[src/rtl/led_cnt_pkg.sv]
// Shared constants and helpers for the led_cnt_bank block.
package led_cnt_pkg;

  localparam logic DIR_UP   = 1'b1;
  localparam logic DIR_DOWN = 1'b0;

  // A one-channel bank still needs a 1-bit select field.
  function automatic int ch_w(input int n);
    return (n > 1) ? $clog2(n) : 1;
  endfunction

endpackage

[src/rtl/led_cnt_bank_if.sv]
// Configuration write port: valid/ready handshake carrying target channel and divide value.
interface led_cnt_bank_if
  import led_cnt_pkg::*;
#(
  parameter int NCH   = 2,
  parameter int PRE_W = 24
) ();

  localparam int CH_W = ch_w(NCH);

  logic             cfg_valid;
  logic             cfg_ready;
  logic [CH_W-1:0]  cfg_ch;
  logic [PRE_W-1:0] cfg_div;

  modport master (output cfg_valid, cfg_ch, cfg_div, input  cfg_ready);
  modport slave  (input  cfg_valid, cfg_ch, cfg_div, output cfg_ready);

endinterface

[src/rtl/led_cnt_chan.sv]
// One LED channel: prescaler, programmable divide register, wrapping counter and tick pulse.
module led_cnt_chan
  import led_cnt_pkg::*;
#(
  parameter int               PRE_W       = 24,
  parameter int               OUT_W       = 4,
  parameter logic [PRE_W-1:0] DEFAULT_DIV = '1
) (
  input  logic             clk,
  input  logic             rst,
  input  logic             en,
  input  logic             dir,
  input  logic             cfg_we,
  input  logic [PRE_W-1:0] cfg_div,
  output logic             tick,
  output logic [OUT_W-1:0] cnt
);

  logic [PRE_W-1:0] pre_q, pre_d;
  logic [PRE_W-1:0] div_q, div_d;
  logic [OUT_W-1:0] cnt_q, cnt_d;
  logic             tick_q, tick_d;

  always_comb begin
    // NOTE: every _d gets a hold/default value first, so no path leaves it unassigned and no latch is inferred.
    pre_d  = pre_q;
    div_d  = div_q;
    cnt_d  = cnt_q;
    tick_d = 1'b0;
    if (cfg_we) begin
      // A write restarts the period and suppresses any terminal on this edge.
      div_d = cfg_div;
      pre_d = '0;
    end else if (en) begin
      if (pre_q == div_q) begin
        pre_d  = '0;
        tick_d = 1'b1;
        cnt_d  = (dir == DIR_UP) ? cnt_q + OUT_W'(1) : cnt_q - OUT_W'(1);
      end else begin
        pre_d = pre_q + PRE_W'(1);
      end
    end
  end

  // NOTE: state registers use non-blocking assignment so every flop samples pre-edge values.
  always_ff @(posedge clk) begin
    if (rst) begin
      pre_q  <= '0;
      div_q  <= DEFAULT_DIV;
      cnt_q  <= '0;
      tick_q <= 1'b0;
    end else begin
      pre_q  <= pre_d;
      div_q  <= div_d;
      cnt_q  <= cnt_d;
      tick_q <= tick_d;
    end
  end

  assign tick = tick_q;
  assign cnt  = cnt_q;

endmodule

[src/rtl/led_cnt_bank.sv]
// Bank of NCH clock-enable-cascaded LED counters sharing one config write port; all flops on clk.
module led_cnt_bank
  import led_cnt_pkg::*;
#(
  parameter int               NCH         = 2,
  parameter int               PRE_W       = 24,
  parameter int               OUT_W       = 4,
  parameter logic [PRE_W-1:0] DEFAULT_DIV = '1
) (
  input  logic                 clk,
  input  logic                 rst,
  input  logic [NCH-1:0]       en,
  input  logic [NCH-1:0]       dir,
  led_cnt_bank_if.slave        cfg,
  output logic [NCH-1:0]       tick,
  output logic [NCH*OUT_W-1:0] leds
);

  localparam int CH_W = ch_w(NCH);

  logic           cfg_ready_q;
  logic           cfg_accept;
  logic [NCH-1:0] cfg_we;

  always_ff @(posedge clk) begin
    if (rst) cfg_ready_q <= 1'b0;
    else     cfg_ready_q <= 1'b1;
  end

  assign cfg.cfg_ready = cfg_ready_q;
  assign cfg_accept    = cfg.cfg_valid & cfg_ready_q;

  // Out-of-range channel numbers match no decoder output, so such writes are absorbed silently.
  for (genvar i = 0; i < NCH; i++) begin : g_chan
    assign cfg_we[i] = cfg_accept && (cfg.cfg_ch == CH_W'(i));

    led_cnt_chan #(
      .PRE_W       (PRE_W),
      .OUT_W       (OUT_W),
      .DEFAULT_DIV (DEFAULT_DIV)
    ) u_chan (
      .clk     (clk),
      .rst     (rst),
      .en      (en[i]),
      .dir     (dir[i]),
      .cfg_we  (cfg_we[i]),
      .cfg_div (cfg.cfg_div),
      .tick    (tick[i]),
      .cnt     (leds[i*OUT_W +: OUT_W])
    );
  end

endmodule
[src/flat_wrapper.sv]
// flat-port wrapper written by rule: the top's interface ports become plain ports
module led_cnt_bank_flat import led_cnt_pkg::*;
#(
  parameter int               NCH         = 2,
  parameter int               PRE_W       = 24,
  parameter int               OUT_W       = 4,
  parameter logic [PRE_W-1:0] DEFAULT_DIV = '1
)
  (clk, rst, en, dir, tick, leds, cfg_cfg_valid, cfg_cfg_ch, cfg_cfg_div, cfg_cfg_ready);
  led_cnt_bank_if #(.NCH(NCH), .PRE_W(PRE_W)) cfg_i ();
  input  logic clk;
  input  logic rst;
  input  logic [NCH-1:0] en;
  input  logic [NCH-1:0] dir;
  output logic [NCH-1:0] tick;
  output logic [NCH*OUT_W-1:0] leds;
  input wire logic [$bits(cfg_i.cfg_valid)-1:0] cfg_cfg_valid;
  input wire logic [$bits(cfg_i.cfg_ch)-1:0] cfg_cfg_ch;
  input wire logic [$bits(cfg_i.cfg_div)-1:0] cfg_cfg_div;
  output wire logic [$bits(cfg_i.cfg_ready)-1:0] cfg_cfg_ready;
  assign cfg_i.cfg_valid = cfg_cfg_valid;
  assign cfg_i.cfg_ch = cfg_cfg_ch;
  assign cfg_i.cfg_div = cfg_cfg_div;
  assign cfg_cfg_ready = cfg_i.cfg_ready;
  led_cnt_bank #(.NCH(NCH), .PRE_W(PRE_W), .OUT_W(OUT_W), .DEFAULT_DIV(DEFAULT_DIV)) u_core (.clk(clk), .rst(rst), .en(en), .dir(dir), .cfg(cfg_i), .tick(tick), .leds(leds));
endmodule
[config.mk]
export PLATFORM = sky130hd
export DESIGN_NAME = led_cnt_bank_flat
export DESIGN_NICKNAME = d
export VERILOG_FILES = /design/src/rtl/led_cnt_pkg.sv /design/src/rtl/led_cnt_bank_if.sv /design/src/rtl/led_cnt_chan.sv /design/src/rtl/led_cnt_bank.sv /design/src/flat_wrapper.sv
export SDC_FILE = /design/constraint.sdc
export NUM_CORES = 1
export LEC_CHECK = 0
export CELL_PAD_IN_SITES_DETAIL_PLACEMENT = 1
export CELL_PAD_IN_SITES_GLOBAL_PLACEMENT = 2
export CORE_UTILIZATION = 36
export CTS_BUF_LIST = sky130_fd_sc_hd__clkbuf_2 sky130_fd_sc_hd__clkbuf_4 sky130_fd_sc_hd__clkbuf_8
export CTS_CLUSTER_SIZE = 16
export DETAILED_ROUTE_END_ITERATION = 7
export PLACE_DENSITY = 0.83
export SLEW_MARGIN = 30
export SYNTH_ARGS = -nofsm -noshare
export SYNTH_HDL_FRONTEND = slang
export SYNTH_SLANG_ARGS = --single-unit
export TNS_END_PERCENT = 5
[constraint.sdc]
create_clock -name clk -period 2.6 [get_ports clk]
set_clock_uncertainty 0.15 [all_clocks]
set_input_delay 0.26 -clock clk [delete_from_list [all_inputs] [get_ports clk]]
set_output_delay 0.26 -clock clk [all_outputs]
set_load 0.01 [all_outputs]
### After elaboration in Yosys (flattened, before gate mapping)

Index checks and enable logic that the tools add are counted.

| word-level totals | value |
|---|---|
| bits of input ports | 32 |
| output and inout bits | 11 |
| bits in registers | 107 |

| cells by class | value |
|---|---|
| muxes and demuxes | 7 |
| bitwise operators | 6 |
| add/sub/neg operators | 6 |
| reduce and logical (&&, ||, !) cells | 8 |
| eq/ne operators | 2 |

Operator list:

| operator | count |
|---|---|
| $add A24 B1 Y24 const B | 2 |
| $eq A24 B24 Y1 | 2 |
| $mux W24 | 2 |
| $add A4 B1 Y4 const B | 2 |
| $mux W4 | 2 |
| $sub A4 B1 Y4 const B | 2 |
| $reduce_and A3 Y1 | 2 |
| $reduce_or A3 Y1 | 2 |
| $not A1 Y1 | 5 |
| $reduce_or A2 Y1 | 2 |
| $mux W1 | 3 |
| $logic_and A1 B1 Y1 | 2 |
| $and A1 B1 Y1 | 1 |

### Depth between registers and ports, before layout

| logic depth | value |
|---|---|
| depth in word-level cells | 4 |
| depth in mapped cells | 7 |
| depth with buffers taken out | 7 |

### By module

Synthesis repeated with hierarchy kept, for this count alone.

| unflattened totals | value |
|---|---|
| cell total of the unflattened synthesis | 534 |
| area total of the unflattened synthesis | 5,172.5 µm² |

Modules (own cells, without submodules):

| module | cells an instance | area each (µm²) | instances | sequential area each (µm²) |
|---|---|---|---|---|
| led_cnt_chan | 265 | 2,566.2 | 2 | 1,061.0 |
| led_cnt_bank | 4 | 40.0 | 1 | 20.0 |

### Least setup slack after synthesis

No wires, ideal clock.

| path | value |
|---|---|
| kind | register to register |
| start | reg u_core.g_chan[1].u_chan.pre_q[4] |
| end | reg u_core.g_chan[1].u_chan.cnt_q[3] |
| setup slack | 0.712 ns |
| buffers on the path | 0 |
| period minus slack after synthesis | 1.888 ns |
| arrival time | 1.667 ns |
| cell stages (with the launch flop) | 6 |
| required time | 2.379 ns |
| cells stage by stage | dfxtp_1 > xor2_1 > nor4_1 > nand4_2 > or4_1 > a21oi_1 |

| on the way | value |
|---|---|
| cells in the longest elaborated chain, start to end | 2 |

Ends and longest elaborated chain:

| element | line | source |
|---|---|---|
| from (decl) | led_cnt_chan.sv:19 | `logic [PRE_W-1:0] pre_q, pre_d;` |
| from (signal assigned) | led_cnt_chan.sv:53 | `pre_q <= pre_d;` |
| $eq A24 B24 Y1 | led_cnt_chan.sv:35 | `if (pre_q == div_q) begin` |
| $reduce_and A3 Y1 (no source line) | n/a |  |
| to (signal assigned) | led_cnt_chan.sv:55 | `cnt_q <= cnt_d;` |
| to (decl) | led_cnt_chan.sv:21 | `logic [OUT_W-1:0] cnt_q, cnt_d;` |

Every way passes these cells.
A chain may end at the register's enable or synchronous reset.

### Final worst setup path

| path | value |
|---|---|
| start | reg u_core.g_chan[1].u_chan.pre_q[16] |
| end | reg u_core.g_chan[1].u_chan.cnt_q[3] |

Same word-level chain as after synthesis.

==> impl_results.md <==
- Setup Fix Bufs, Post-CTS: 0
- Mean Syn Cell Area: ~8.4 um^2
- Buf/Inv on CP: 0
- Sequential Power Share: 0.570
- Maximum vdd drop: around 310 uV
- Fmax: 454 MHz
- Gpl congestion: roughly 0.77
- Worst Max-Slew Pin Slew: just under 0.5 ns
- Synth Area in Simple Gates: 0.305
- Largest net degree at the start of global routing: 31
- Min-delay src: u_core.g_chan[1].u_chan.div_q[21]
- Mapped Area: 4920 um^2
- Final number of setup-violating endpoints: 0
- Die area: approximately 14000 um^2
- Die Width: about 120 um
- Via/cell ratio: 4.90
- Final hold violations: 0
- Yosys top cell area share: 0.435
- DRC viols: 0
- Relative slew slack: 0.672
- Antenna Cells: 0
- Top_reg_cell synth: dfxtp_1
- Via count: just under 4000
- CP max stage delay: a little under 0.6 ns
- Mux cell area share after synthesis: 0.00407
- Status: finished clean
- Max-slew violations: 0
- Critical path type: reg2reg
- GRT Total Usage: 0.187
- Drt first-iter violations: approximately 180
- # IOs: between 40 and 50
- Clock transition at the registers of the reported paths: 0.09 ns
- Net Count, Synth: about 620
- Clock Power Share: 0.348
- Xor and xnor fraction of the mapped netlist area: 0.174
- Data required time of the worst path: between 2 and 3 ns
- Post-CTS resize count: 0
- RSZ-0062 raised after global routing: no
- First-pass iteration count of the detailed router: 4
- CTS Sinks: roughly 110
- Worst min-delay path class: reg2reg
- Crit path DAT: between 2 and 2.5 ns
- Fin crit share: 0.848
- Internal power: between 2 and 2.5 mW
- Area delta synth->final: 17.3%
- Area leader, netlist: dfxtp_1
- CTS tree: done
- Chip height: 119 um
- Routed WL: 12.2 mm
- GRT overflow: 0
- Syn Inst Count: slightly below 600
- Type of origin of the critical path: flip-flop
- Yosys warns: 0
- Fin nets: between 600 and 700
- Synth Area in Compound Gates: 0.0259
- Top post-synthesis cells by area: dfxtp_1 (44%), xor2_1 (9.8%), nand2_1 (8.7%)
- Comb power frac: 0.083
- First-pass GRT wire length: about 21 mm
- Antenna viol nets, final: 0
- Fillers: ~1600
- Async set or reset register ratio after synthesis: 0
- Hold Path Stages: 2
- Clock Tree Buf Depth: 2
- Commonest cells post-synth: nand2_1 (114), dfxtp_1 (107), nand3_1 (61), nor2_1 (61), xor2_1 (55)
- Power per cell area: about 520 nW/um^2
- Largest family of logic cells by synthesized area: simple AND/OR/NAND/NOR gates
- Reg-to-reg startpoint: u_core.g_chan[1].u_chan.pre_q[16]
- Most frequent cell after synthesis: nand2_1
- Clock buffer count from CTS: 9
- CP max stage cell: or4_1
- DPL Wire Length: 9.38 mm
- Layout cells sized above 1: 0.0701
- Seq cells post-synth: between 100 and 150
- Sw Share: 0.235
- CORE AREA: roughly 13000 um^2
- WL per Instance: between 15 and 20 um
- CTS H-Tree Depth: 3
- Post-synthesis adder-cell area fraction: 0.0234
- Hold buffer count at cts: 0
- Clock Latency Late Sink: ~0.38 ns
- Register-to-Register Path Depth: 5
- Lkg Pwr: between 2 and 2.5 nW
- Core Util, Final: 0.434
- CTS root buf: clkbuf_8
- Crit path cell chain: xor2_1, nor4_2, nand4_2, or4_1, a21oi_1
- Hold Path End: u_core.g_chan[1].u_chan.div_q[21]
- Setup TNS: 0 ns
- Seq/Total Area, Yosys: 0.435
- Vias in the first global route: between 4000 and 5000
- Reg-to-Reg End: u_core.g_chan[1].u_chan.cnt[3]
- Yosys cell types: 35
- Max Cap Viol: 0
- Starting Density: 0.370
- Max FO, Critical Path: 8
- Final min period: 2.20 ns
- NetSw: 709 uW
- Initial antenna violation count: 0
- Critical Path End Type: flip-flop
- Flop2flop setup slack: 0.40 ns
- # port buffers: 42
- EDFF count, synth: 0
- Rows: between 40 and 50
- Critical path's top delay family: simple AND/OR/NAND/NOR gates
[power by group through the flow]
| stage | combinational, mW | sequential (mW) | clock [mW] |
|---|---|---|---|
| 3_3_place_gp | 0.247 | 1.76 | 0 |
| 4_1_cts | 0.255 | 1.72 | 1.10 |
| 2_1_floorplan | 0.144 | 1.75 | 0 |
| 5_1_grt | 0.280 | 1.73 | 1.17 |
| 6_report | 0.249 | 1.72 | 1.05 |
| 3_5_place_dp | 0.253 | 1.76 | 0 |
[placed cells by master (no fill, tap or decap), types with 4 or more instances in the layout]
cell type          n
xnor2_1           43
and4_1             6
nor4_1            17
nor2_1            61
and3_1             8
nand3_1           61
o21ai_0            4
dfxtp_1          107
xor2_1            55
nor3_1            12
clkbuf_8          11
buf_4             14
nand4_1            8
clkdlybuf4s50_1   42
ha_1               6
nor4_2             7
nand2_1          114
inv_1             10
a21oi_1            8
[sequential cells by signal (all words and copies together) (netlist names)]
name and cells:
u_core.g_chan.u_chan.cnt 8, u_core.cfg.cfg_ready 1, u_core.g_chan.u_chan.div_q 48, u_core.g_chan.u_chan.pre_q 48
u_core.g_chan.u_chan.tick 2
[worst max-delay path by stage]
stage | end | cells after the start | start
6_report | u_core.g_chan[1].u_chan.cnt[3] | 5 | u_core.g_chan[1].u_chan.pre_q[16]
5_1_grt | u_core.g_chan[1].u_chan.cnt[3] | 5 | u_core.g_chan[1].u_chan.pre_q[16]
2_1_floorplan | u_core.g_chan[1].u_chan.cnt[3] | 5 | u_core.g_chan[1].u_chan.pre_q[4]
4_1_cts | u_core.g_chan[1].u_chan.cnt[3] | 5 | u_core.g_chan[1].u_chan.pre_q[16]
3_3_place_gp | u_core.g_chan[1].u_chan.cnt[3] | 8 | dir[1]
3_5_place_dp | u_core.g_chan[0].u_chan.cnt[3] | 8 | dir[0]
[per-stage QoR]
stage	worst slack [ns]	cells	area (um^2)	hold slack, ns	power, mW
finish	0.396	804	5770	0.333	3.02
global placement	0.266	789	5570	0.309	2.01
CTS	0.323	804	5770	0.320	3.07
detailed placement	0.192	789	5570	0.327	2.01
global route	0.193	804	5770	0.336	3.17
floorplan	0.712	583	4920	0.234	1.89
[metal layers]
layer	global-route usage	wire length, um	share of wire
met5	0	0	0
met4	0.0427	110	0.0090
met3	0.0441	295	0.024
met2	0.322	6100	0.50
met1	0.234	5720	0.47
[final cells by class]
| class | count | area [um^2] | area share |
|---|---|---|---|
| Inverter | 11 | 41.3 | 0.00715 |
| Clock inverter | 2 | 35.0 | 0.00607 |
| Tap cell | 176 | 220 | 0.0381 |
| Multi-Input combinational cell | 438 | 2620 | 0.454 |
| Sequential cell | 107 | 2140 | 0.371 |
| Clock buffer | 13 | 166 | 0.0288 |
| Timing Repair Buffer | 57 | 546 | 0.0945 |
[cell families (layout without fill, tap and decap cells)]
kind of cell / Yosys count / count (layout)
simple gates: 310 / 310
mux: 2 / 2
compound gates: 20 / 20
xor+xnor: 98 / 98
fa+ha+maj: 8 / 8
buf+inv: 38 / 83
flops: 107 / 107
[worst reg2reg max path, delay by kind of cell (launching register included)]
| family | cells | cell delay (ns) |
|---|---|---|
| AOI/OAI and AO/OA | 1 | 0.15 |
| and+or+nand+nor | 3 | 1.32 |
| xor gates and xnor gates | 1 | 0.17 |
| DFF | 1 | 0.37 |
Note: power is estimated with default switching activity, not from simulation.
